$ cat src/rtl/serial_adder_if.sv
// Operand/result bundle for the bit-serial adder.
// The master side issues start requests with operands; the slave side
// (the adder) returns busy/done status, the parallel sum and the flags.
interface serial_adder_if #(
  parameter int WIDTH = 8
);
  logic             st;
  logic [WIDTH-1:0] a;
  logic [WIDTH-1:0] b;
  logic             busy;
  logic             done;
  logic [WIDTH-1:0] sum;
  logic             flag_c;
  logic             flag_z;
  logic             flag_n;
  logic             flag_v;

  modport master (
    output st, a, b,
    input  busy, done, sum, flag_c, flag_z, flag_n, flag_v
  );

  modport slave (
    input  st, a, b,
    output busy, done, sum, flag_c, flag_z, flag_n, flag_v
  );
endinterface

$ cat src/rtl/serial_adder.sv
// Bit-serial ripple adder: one full adder plus a carry flip-flop, LSB first.
// A start in IDLE captures A/B, WIDTH shift cycles follow, and the final
// shift edge commits the parallel sum and Z/N/V/C flags, which then hold
// until the next commit or reset. Done pulses for one cycle after commit.
module serial_adder #(
  parameter int WIDTH = 8
) (
  input logic            i_clk,
  input logic            i_rst,
  serial_adder_if.slave  io_bus
);

  localparam int CNT_W = $clog2(WIDTH) + 1;

  typedef enum logic [1:0] {
    ST_IDLE  = 2'd0,
    ST_SHIFT = 2'd1,
    ST_DONE  = 2'd2
  } state_t;

  // Carry out of a full adder.
  function automatic logic maj3(input logic x, input logic y, input logic z);
    return (x & y) | (x & z) | (y & z);
  endfunction

  // Sum bit of a full adder.
  function automatic logic xor3(input logic x, input logic y, input logic z);
    return x ^ y ^ z;
  endfunction

  state_t           r_state;
  state_t           w_state_nxt;
  logic             w_start;

  logic [WIDTH-1:0] r_a_sr;
  logic [WIDTH-1:0] r_b_sr;
  logic [WIDTH-1:0] r_acc;
  logic             r_cy;
  logic [CNT_W-1:0] r_cnt;
  logic             r_a_msb;
  logic             r_b_msb;

  logic             r_busy;
  logic             r_done;
  logic [WIDTH-1:0] r_sum;
  logic             r_c;
  logic             r_z;
  logic             r_n;
  logic             r_v;

  logic             w_bit_s;
  logic             w_cy_nxt;
  logic [WIDTH-1:0] w_acc_nxt;
  logic             w_last;

  assign w_bit_s   = xor3(r_a_sr[0], r_b_sr[0], r_cy);
  assign w_cy_nxt  = maj3(r_a_sr[0], r_b_sr[0], r_cy);
  assign w_acc_nxt = {w_bit_s, r_acc[WIDTH-1:1]};
  assign w_last    = (r_cnt == CNT_W'(WIDTH - 1));

  // State register; reset forces IDLE and abandons any operation in flight.
  always_ff @(posedge i_clk) begin
    if (i_rst) begin
      r_state <= ST_IDLE;
    end else begin
      r_state <= w_state_nxt;
    end
  end

  // Next-state logic; start is honoured only in IDLE, so requests in SHIFT/DONE are dropped.
  always_comb begin
    w_state_nxt = r_state;
    w_start     = 1'b0;
    case (r_state)
      ST_IDLE: begin
        if (io_bus.st) begin
          w_start     = 1'b1;
          w_state_nxt = ST_SHIFT;
        end else begin
          w_state_nxt = ST_IDLE;
        end
      end
      ST_SHIFT: begin
        if (w_last) begin
          w_state_nxt = ST_DONE;
        end else begin
          w_state_nxt = ST_SHIFT;
        end
      end
      ST_DONE: begin
        w_state_nxt = ST_IDLE;
      end
      default: begin
        w_state_nxt = ST_IDLE;
      end
    endcase
  end

  // Serial datapath: load operands on start, then one full-adder step per cycle.
  always_ff @(posedge i_clk) begin
    if (i_rst) begin
      r_a_sr  <= {WIDTH{1'b0}};
      r_b_sr  <= {WIDTH{1'b0}};
      r_acc   <= {WIDTH{1'b0}};
      r_cy    <= 1'b0;
      r_cnt   <= {CNT_W{1'b0}};
      r_a_msb <= 1'b0;
      r_b_msb <= 1'b0;
    end else begin
      case (r_state)
        ST_IDLE: begin
          if (w_start) begin
            r_a_sr  <= io_bus.a;
            r_b_sr  <= io_bus.b;
            r_cy    <= 1'b0;
            r_cnt   <= {CNT_W{1'b0}};
            // Operand signs are kept for the overflow flag since the shifters lose them.
            r_a_msb <= io_bus.a[WIDTH-1];
            r_b_msb <= io_bus.b[WIDTH-1];
          end
        end
        ST_SHIFT: begin
          r_acc  <= w_acc_nxt;
          r_cy   <= w_cy_nxt;
          r_a_sr <= {1'b0, r_a_sr[WIDTH-1:1]};
          r_b_sr <= {1'b0, r_b_sr[WIDTH-1:1]};
          r_cnt  <= r_cnt + CNT_W'(1);
        end
        default: begin
          r_acc <= r_acc;
        end
      endcase
    end
  end

  // Result commit on the final shift edge; sum and flags hold otherwise.
  always_ff @(posedge i_clk) begin
    if (i_rst) begin
      r_sum <= {WIDTH{1'b0}};
      r_c   <= 1'b0;
      r_z   <= 1'b0;
      r_n   <= 1'b0;
      r_v   <= 1'b0;
    end else if ((r_state == ST_SHIFT) && w_last) begin
      r_sum <= w_acc_nxt;
      r_c   <= w_cy_nxt;
      r_z   <= (w_acc_nxt == {WIDTH{1'b0}});
      r_n   <= w_acc_nxt[WIDTH-1];
      r_v   <= (r_a_msb == r_b_msb) && (w_acc_nxt[WIDTH-1] != r_a_msb);
    end
  end

  // Registered status, decoded from the upcoming state so it aligns with it.
  always_ff @(posedge i_clk) begin
    if (i_rst) begin
      r_busy <= 1'b0;
      r_done <= 1'b0;
    end else begin
      r_busy <= (w_state_nxt == ST_SHIFT);
      r_done <= (w_state_nxt == ST_DONE);
    end
  end

  assign io_bus.busy   = r_busy;
  assign io_bus.done   = r_done;
  assign io_bus.sum    = r_sum;
  assign io_bus.flag_c = r_c;
  assign io_bus.flag_z = r_z;
  assign io_bus.flag_n = r_n;
  assign io_bus.flag_v = r_v;

endmodule

$ cat src/flat_wrapper.sv
// flat-port wrapper written by rule: the top's interface ports become plain ports
module serial_adder_flat 
#(
  parameter int WIDTH = 8
)
  (i_clk, i_rst, io_bus_st, io_bus_a, io_bus_b, io_bus_busy, io_bus_done, io_bus_sum, io_bus_flag_c, io_bus_flag_z, io_bus_flag_n, io_bus_flag_v);
  serial_adder_if #(.WIDTH(WIDTH)) io_bus_i ();
  input logic i_clk;
  input logic i_rst;
  input wire logic [$bits(io_bus_i.st)-1:0] io_bus_st;
  input wire logic [$bits(io_bus_i.a)-1:0] io_bus_a;
  input wire logic [$bits(io_bus_i.b)-1:0] io_bus_b;
  output wire logic [$bits(io_bus_i.busy)-1:0] io_bus_busy;
  output wire logic [$bits(io_bus_i.done)-1:0] io_bus_done;
  output wire logic [$bits(io_bus_i.sum)-1:0] io_bus_sum;
  output wire logic [$bits(io_bus_i.flag_c)-1:0] io_bus_flag_c;
  output wire logic [$bits(io_bus_i.flag_z)-1:0] io_bus_flag_z;
  output wire logic [$bits(io_bus_i.flag_n)-1:0] io_bus_flag_n;
  output wire logic [$bits(io_bus_i.flag_v)-1:0] io_bus_flag_v;
  assign io_bus_i.st = io_bus_st;
  assign io_bus_i.a = io_bus_a;
  assign io_bus_i.b = io_bus_b;
  assign io_bus_busy = io_bus_i.busy;
  assign io_bus_done = io_bus_i.done;
  assign io_bus_sum = io_bus_i.sum;
  assign io_bus_flag_c = io_bus_i.flag_c;
  assign io_bus_flag_z = io_bus_i.flag_z;
  assign io_bus_flag_n = io_bus_i.flag_n;
  assign io_bus_flag_v = io_bus_i.flag_v;
  serial_adder #(.WIDTH(WIDTH)) u_core (.i_clk(i_clk), .i_rst(i_rst), .io_bus(io_bus_i));
endmodule
$ cat config.mk
export PLATFORM = sky130hd
export DESIGN_NAME = serial_adder_flat
export DESIGN_NICKNAME = d
export VERILOG_FILES = /design/src/rtl/serial_adder_if.sv /design/src/rtl/serial_adder.sv /design/src/flat_wrapper.sv
export SDC_FILE = /design/constraint.sdc
export NUM_CORES = 1
export LEC_CHECK = 0
export CAP_MARGIN = 20
export CORE_MARGIN = 2
export CORE_UTILIZATION = 52
export CTS_BUF_LIST = sky130_fd_sc_hd__clkbuf_8
export CTS_CLUSTER_DIAMETER = 150
export DETAILED_ROUTE_END_ITERATION = 16
export DONT_BUFFER_PORTS = 1
export PLACE_DENSITY = 0.67
export SYNTH_ARGS = -nofsm -noshare
export SYNTH_HDL_FRONTEND = slang
export SYNTH_SLANG_ARGS = --single-unit
export TNS_END_PERCENT = 50
$ cat constraint.sdc
create_clock -name i_clk -period 1.92 [get_ports i_clk]
set_input_delay 0.192 -clock i_clk [delete_from_list [all_inputs] [get_ports i_clk]]
set_output_delay 0.192 -clock i_clk [all_outputs]
set_load 0.01 [all_outputs]
# Yosys cells after proc, flatten, opt, wreduce, memory -nomap -nowiden

Index checks and enable logic that the tools add are counted.

Register bits: 47
Input bits: 19
Output and inout port bits: 14

$add $sub $neg: 1
Equal/unequal tests: 7
Mux-type cells: 13
Bitwise gates (word level): 7
Reductions and logical operators: 7

Operators with widths:

| operator                                               | count |
|---|---|
| one-hot mux 8 bit (2 select lines)                     | 2 |
| 2-to-1 mux 8 bit                                       | 2 |
| zero test 8 bit                                        | 1 |
| one-hot mux 4 bit (2 select lines)                     | 1 |
| adder 4 x 1 -> 4 bit (second input constant)           | 1 |
| == test 2 x 1 -> 1 bit (second input constant)         | 2 |
| == test 4 x 3 -> 1 bit (second input constant)         | 1 |
| 2-to-1 mux 1 bit                                       | 4 |
| 2-to-1 mux 4 bit                                       | 1 |
| one-hot mux 2 bit (2 select lines)                     | 1 |
| AND reduction 2 bit                                    | 2 |
| AND 1 bit                                              | 3 |
| == test 2 bit (second input constant)                  | 1 |
| logical AND 1 bit                                      | 2 |
| zero test 2 bit                                        | 1 |
| 2-to-1 mux 2 bit                                       | 1 |
| inequality test 2 x 1 -> 1 bit (second input constant) | 1 |
| OR 1 bit                                               | 2 |
| one-hot mux 1 bit (2 select lines)                     | 1 |
| nonzero test 2 bit                                     | 1 |
| bitwise XOR 1 bit                                      | 2 |
| == test 1 bit                                          | 1 |
| inequality test 1 bit                                  | 1 |

# Longest topological paths before layout

Gate-level depths: netlist (run 1).

Depth after elaboration: 4
Gate-level depth with buffers: 6
Mapped depth without buffers: 4

# Least setup slack after synthesis (run 1)

Ideal clock, no wire load.

Kind: reg-to-reg
Start: reg u_core.r_cy
End: reg u_core.r_v, in the netlist u_core.io_bus.flag_v
Arrival: 1.317 ns
Required time: 1.829 ns
Slack: 0.512 ns
Cell stages (with the launch flop): 5
Clock period less this slack: 1.408 ns
Path through: dfxtp_1 > fa_1 > and3b_1 > a21oi_1 > a311oi_1

Cells in the longest elaborated chain, start to end: 3

RTL lines:

| what                   | RTL line            | RTL |
|---|---|---|
| start, declared        | serial_adder.sv:38  | `logic r_cy;` |
| start signal, assigned | serial_adder.sv:124 | `r_cy <= w_cy_nxt;` |
| bitwise XOR 1 bit      | serial_adder.sv:28  | `return x ^ y ^ z;` |
| via u_core.w_bit_s     | serial_adder.sv:51  | `logic w_bit_s;` |
| inequality test 1 bit  | serial_adder.sv:149 | `r_v <= (r_a_msb == r_b_msb) && (w_acc_nxt[WIDTH-1] != r_a_msb);` |
| logical AND 1 bit      | serial_adder.sv:149 |  |
| end signal, assigned   | serial_adder.sv:149 |  |
| end, declared          | serial_adder.sv:49  | `logic r_v;` |

The timed path passes the listed nets, and every way through them passes these cells.
A chain may end at the register's enable or synchronous reset.

# Final worst setup path (run 1)

Start: reg u_core.r_cnt[0]
End: reg u_core.r_v, in the netlist u_core.io_bus.flag_v

Cells in the longest elaborated chain, start to end: 2

RTL lines:

| what                   | RTL line            | RTL |
|---|---|---|
| start, declared        | serial_adder.sv:39  | `logic [CNT_W-1:0] r_cnt;` |
| start signal, assigned | serial_adder.sv:106 | `r_cnt <= {CNT_W{1'b0}};` |
| start signal, assigned | serial_adder.sv:116 | `r_cnt <= {CNT_W{1'b0}};` |
| start signal, assigned | serial_adder.sv:127 | `r_cnt <= r_cnt + CNT_W'(1);` |
| == test 4 x 3 -> 1 bit | serial_adder.sv:59  | `assign w_last = (r_cnt == CNT_W'(WIDTH - 1));` |
| logical AND 1 bit      | serial_adder.sv:144 | `end else if ((r_state == ST_SHIFT) && w_last) begin` |

Every way passes these cells.

==> results.sh, run 1 <==
export IMPL_synth_top_area_share_pct=45.0
export IMPL_slew_headroom_pct=68.7
export IMPL_antenna_found_initial=0
export IMPL_cp_max_fo=14
export IMPL_reg2reg_slack_ns=0.35
export IMPL_cts_sinks=45
export IMPL_holdPathEnd="u_core.r_a_sr[7]"
export IMPL_nets=243
export IMPL_crit_type="register to register"
export IMPL_cts_clk_slew_worst_paths_ns=0.08
export IMPL_drtIter0Drc=108
export IMPL_dieWidth_um=66.0
export IMPL_ctsResizeCount=0
export IMPL_fmaxAchievable_mhz=636
export IMPL_dp_hpwl_um=2570
export IMPL_grt_overflow=0
export IMPL_track_usage_pct=20.2
export IMPL_synth_cells=230
export IMPL_synth_area_leader_cell="dfxtp_1"
export IMPL_rr_endpoint="u_core.io_bus.flag_v"
export IMPL_place_congestion=0.777
export IMPL_final_hold_viol_count=0
export IMPL_final_core_util_pct=56.6
export IMPL_drv_slew=0
export IMPL_grt_pass1_wl_um=6720
export IMPL_powerDensity_nw_per_um2=916
export IMPL_critPathLaunch="u_core.r_cnt[0]"
export IMPL_seq_area_frac_synth_pct=45.0
export IMPL_drive_gt1_share_pct=9.87
export IMPL_diodes=0
export IMPL_grt_pass1_vias=1489
export IMPL_end_kind="register"
export IMPL_period_share_pct=81.8
export IMPL_r2r_cells=4
export IMPL_cp_arrival_ns=1.78
export IMPL_die_h_um=66.0
export IMPL_setup_violations=0
export IMPL_tightest_slew_ns=0.469
export IMPL_routedWlPerCell_um=14.0
export IMPL_syn_nets=251
export IMPL_grt_max_degree=46
export IMPL_tritoncts="built"
export IMPL_vias_per_cell=5.73
export IMPL_fp_dieArea_um2=4360
export IMPL_clk_path_buf_depth=2
export IMPL_drc_errors=0
export IMPL_drv_cap=0
export IMPL_clock_latency_ns=0.30
export IMPL_power_leakage_nw=0.747
export IMPL_status="completed"
export IMPL_vdd_ir_drop_max_mv=0.569
export IMPL_required_ns=2.13
export IMPL_io_buffer_count=0
export IMPL_ioPinCount=33
export IMPL_syn_cell_area_um2=2000
export IMPL_synth_cell_types=34
export IMPL_hold_path_class="input pin to register"
export IMPL_tns_ns=0
export IMPL_cts_root_buffer_cell="clkbuf_8"
export IMPL_drtPass1Iterations=4
export IMPL_rsz0062_at_grt="no"
export IMPL_fin_crit_ns=1.57
export IMPL_hold_buffers=1
export IMPL_ys_top_cells_by_area="dfxtp_1 45%, a21oi_1 8.3%, nand2b_1 4.7%"
export IMPL_r2r_start="u_core.r_cnt[0]"
export IMPL_via_count=1552
export IMPL_postRouteAntennaNets=0
export IMPL_coreArea_um2=3690
export IMPL_initial_core_util_pct=54.2
export IMPL_cp_start_kind="register"
export IMPL_hold_start="io_bus_a[7]"
export IMPL_avgSynthCellArea_um2=8.70
export IMPL_postCtsSetupRepairBufs=0
export IMPL_holdPathStages=2
export IMPL_cts_made_buffers=5
export IMPL_row_count=22
export IMPL_yosysWarningCount=0
export IMPL_h_tree_depth=2
export IMPL_synth_seq_cells=45
export IMPL_skew_ns=0.00485
export IMPL_synthToLayoutAreaGrowth_pct=4.44
export IMPL_wl_um=3800
## layer usage
layer / GRT usage [%] / share of wire (%) / vias to the layer above
met1: 24.5 / 45 / 733
met4: 6.89 / 1.4 / 0
met5: 0 / 0 / -
met2: 33.3 / 48 / 27
li1: - / - / 786
met3: 7.16 / 5.0 / 6
## synth_stat cells, drive strengths merged
cell,number
nand2b,15
or3b,14
buf,14
ha,1
nand2,15
a31oi,1
nand4,1
fa,1
dfxtp,45
clkbuf,7
nor4,2
nor3,16
nand3,11
nand3b,1
a311oi,1
a22oi,4
nor2,23
mux2i,2
a211oi,3
nor2b,3
o21bai,1
nor3b,1
and3b,2
o21ba,1
a222oi,1
o21ai,10
a21oi,33
or3,1
## cell usage in the layout, fill, tap and decap left out, types with 3 or more instances in the layout
cell type and count:
buf_4 5, a22oi_1 4, nand2b_1 15, a21oi_1 33, nand2_1 15, o21ai_0 9
clkbuf_8 6, or3b_2 4, or3b_1 10, nor3_1 16, a211oi_1 3, nand3_1 11
nor2_1 23, dfxtp_1 45
## logic make-up (layout without fill, tap and decap cells)
| group | after synthesis | after routing | synth area share (%) |
|---|---|---|---|
| muxes | 2 | 2 | 1.00 |
| AOI/OAI and AO/OA | 55 | 55 | 15.7 |
| adders and majority gates | 2 | 2 | 1.63 |
| DFF | 45 | 45 | 45.0 |
| and+or+nand+nor | 105 | 105 | 29.2 |
| buffers and inverters | 21 | 14 | 7.44 |
## sequential cells by signal, summed over array words and instances, names as in the netlist, 2 cells and up
name,flops
u_core.r_acc,7
u_core.r_state,2
u_core.r_cnt,4
u_core.r_a_sr,8
u_core.r_b_sr,8
u_core.io_bus.sum,8
## report_power, final
part           internal, mW  total, mW  switching (mW)
Combinational        0.0822      0.185           0.103
Sequential            0.972      0.996          0.0234
Clock                 0.423      0.733           0.310
Total                  1.48       1.91           0.436
## metrics by stage
step	area [µm²]	hold WS, ns	power (mW)	setup slack [ns]	cells
3_5_place_dp	1950	0.270	1.19	0.391	262
4_1_cts	2090	0.0405	1.94	0.338	271
3_3_place_gp	1950	0.267	1.17	0.465	262
2_1_floorplan	2000	0.339	1.18	0.512	230
6_report	2090	0.0440	1.91	0.349	271
5_1_grt	2090	0.0580	2.01	0.209	271
## layout make-up
type                       count  area, µm²
clock buffer                   6       82.6
clock inverter                 2       37.5
fill                         359       1600
multi-input combinational    164        951
sequential                    45        901
tap                           48       60.1
timing repair buffer           6       57.6
## worst max-delay path by stage
stage | to | slack [ns] | cells after the start
after global routing | u_core.io_bus.flag_v | 0.21 | 4
after global placement | u_core.io_bus.flag_v | 0.47 | 4
after CTS | u_core.io_bus.flag_v | 0.34 | 4
after floorplan | u_core.io_bus.flag_v | 0.51 | 4
final | u_core.io_bus.flag_v | 0.35 | 4
after detailed placement | u_core.io_bus.flag_v | 0.39 | 4
## critical path: stages, from the launching register on
cell and delay (ns):
dfxtp_1 0.38, ha_1 0.23, and3b_1 0.47, a21oi_1 0.14, a311oi_1 0.26
(Power assumes the default switching activity.)
==> inputs of run 2 (changes only) <==
--- a/config.mk
+++ b/config.mk
@@ -12,7 +12,7 @@
 export CTS_CLUSTER_DIAMETER = 150
 export DETAILED_ROUTE_END_ITERATION = 16
 export DONT_BUFFER_PORTS = 1
-export PLACE_DENSITY = 0.67
+export PLACE_DENSITY = 0.7
 export SYNTH_ARGS = -nofsm -noshare
 export SYNTH_HDL_FRONTEND = slang
 export SYNTH_SLANG_ARGS = --single-unit
==> constraint.sdc (replaced) <==
create_clock -name i_clk -period 1.3 [get_ports i_clk]
set_input_delay 0.13 -clock i_clk [delete_from_list [all_inputs] [get_ports i_clk]]
set_output_delay 0.13 -clock i_clk [all_outputs]
set_load 0.01 [all_outputs]
==> results.sh, run 2 (synthesis results as in run 1) <==
export IMPL_status="complete, but fails checks"
export IMPL_violations="negative setup slack"
export IMPL_dieWidth_um=66.0
export IMPL_final_hold_viol_count=0
export IMPL_ioPinCount=33
export IMPL_grt_pass1_vias=1491
export IMPL_grt_pass1_wl_um=6700
export IMPL_routedWlPerCell_um=13.2
export IMPL_row_count=22
export IMPL_hold_path_class="input pin to register"
export IMPL_dp_hpwl_um=2580
export IMPL_cp_arrival_ns=1.65
export IMPL_tightest_slew_ns=0.286
export IMPL_clock_latency_ns=0.29
export IMPL_mostFrequentLayoutCell="dfxtp_1"
export IMPL_nets=261
export IMPL_cts_root_buffer_cell="clkbuf_8"
export IMPL_tritoncts="built"
export IMPL_drc_errors=0
export IMPL_fp_dieArea_um2=4360
export IMPL_clk_path_buf_depth=2
export IMPL_synthToLayoutAreaGrowth_pct=13.6
export IMPL_postRouteAntennaNets=0
export IMPL_coreArea_um2=3690
export IMPL_slew_headroom_pct=80.7
export IMPL_rsz0062_at_grt="yes"
export IMPL_cts_made_buffers=5
export IMPL_crit_type="register to register"
export IMPL_fin_crit_ns=1.44
export IMPL_drv_cap=0
export IMPL_required_ns=1.51
export IMPL_cp_max_fo=3
export IMPL_drive_gt1_share_pct=20.3
export IMPL_skew_ns=0.00640
export IMPL_grt_overflow=0
export IMPL_cp_slowest_stage_delay_ns=0.52
export IMPL_post_place_ws_ns=-0.112
export IMPL_vdd_ir_drop_max_mv=0.775
export IMPL_period_share_pct=111
export IMPL_tns_ns=-0.247
export IMPL_diodes=0
export IMPL_h_tree_depth=2
export IMPL_place_congestion=0.772
export IMPL_via_count=1594
export IMPL_end_kind="register"
export IMPL_vias_per_cell=5.52
export IMPL_postCtsSetupRepairBufs=0
export IMPL_wl_um=3820
export IMPL_antenna_found_initial=0
export IMPL_track_usage_pct=19.5
export IMPL_drv_slew=0
export IMPL_final_core_util_pct=61.6
export IMPL_initial_core_util_pct=54.2
export IMPL_fmaxAchievable_mhz=695
export IMPL_drtIter0Drc=113
export IMPL_total_power_mw=2.86
export IMPL_power_leakage_nw=0.848
export IMPL_grt_max_degree=46
export IMPL_cts_sinks=45
export IMPL_setup_violations=3
export IMPL_slowest_stage="fa_1"
export IMPL_cts_clk_slew_worst_paths_ns=0.08
export IMPL_layout_common_cells="41 x dfxtp_1, 28 x a21oi_1, 23 x nor2_1"
export IMPL_io_buffer_count=0
export IMPL_cp_start_kind="register"
export IMPL_worst_slack_ns=-0.138
export IMPL_powerDensity_nw_per_um2=1260
export IMPL_die_h_um=66.0
export IMPL_worstPathCellList="fa_1 > and3b_1 > a21oi_2 > a311oi_2"
export IMPL_drtPass1Iterations=4
==> run 2: power breakdown <==
| part | leakage, nW | internal [mW] | total [mW] | switching [mW] |
|---|---|---|---|---|
| Clock | 0.0626 | 0.619 | 1.06 | 0.446 |
| Sequential | 0.369 | 1.44 | 1.47 | 0.0337 |
| Combinational | 0.416 | 0.160 | 0.327 | 0.167 |
| Total | 0.848 | 2.22 | 2.86 | 0.647 |
==> run 2: what timing repair did <==
action                                  4_1_cts  5_1_grt
pin swaps                                     0        2
hold endpoints to repair                     45        0
endpoints found under the setup margin       17       19
hold buffers                                  3        0
gates resized for setup                       3       13
==> run 2: path summary, 6_finish.rpt <==
check	cells after the start	slack [ns]	from	endpoint
setup / recovery	4	-0.14	u_core.r_cy	u_core.io_bus.flag_v
setup reg to reg	4	-0.14	u_core.r_cy	u_core.io_bus.flag_v
hold / removal	2	0.12	i_rst	u_core.io_bus.sum[1]
hold reg to reg	2	0.49	u_core.r_acc[1]	u_core.r_acc[1]
==> run 2: metal layers <==
layer	vias to the layer above	track usage, %	share of wire, %
li1	821	-	-
met1	743	27.6	52
met2	27	29.5	43
met3	3	5.62	3.9
met4	0	4.59	0.76
met5	-	0	0
==> run 2: worst max-delay path: cells and delay by family (launching register included) <==
family | cells | cell delay [ns]
simple gates | 1 | 0.25
compound gates | 2 | 0.26
fa+ha+maj | 1 | 0.52
flops | 1 | 0.33
==> run 2: cell type report <==
class | count | area, µm²
clock buffer | 6 | 82.6
tap | 48 | 60.1
timing repair buffer | 24 | 205
fill | 343 | 1420
sequential | 45 | 906
clock inverter | 2 | 33.8
multi-input combinational | 164 | 986
==> run 2: per-stage QoR <==
step / std cells / hold WS, ns / instance area [µm²]
6_report: 289 / 0.123 / 2270
5_1_grt: 289 / 0.142 / 2270
4_1_cts: 289 / 0.130 / 2240
3_5_place_dp: 278 / 0.209 / 2070
3_3_place_gp: 278 / 0.207 / 2070
2_1_floorplan: 230 / 0.277 / 2000
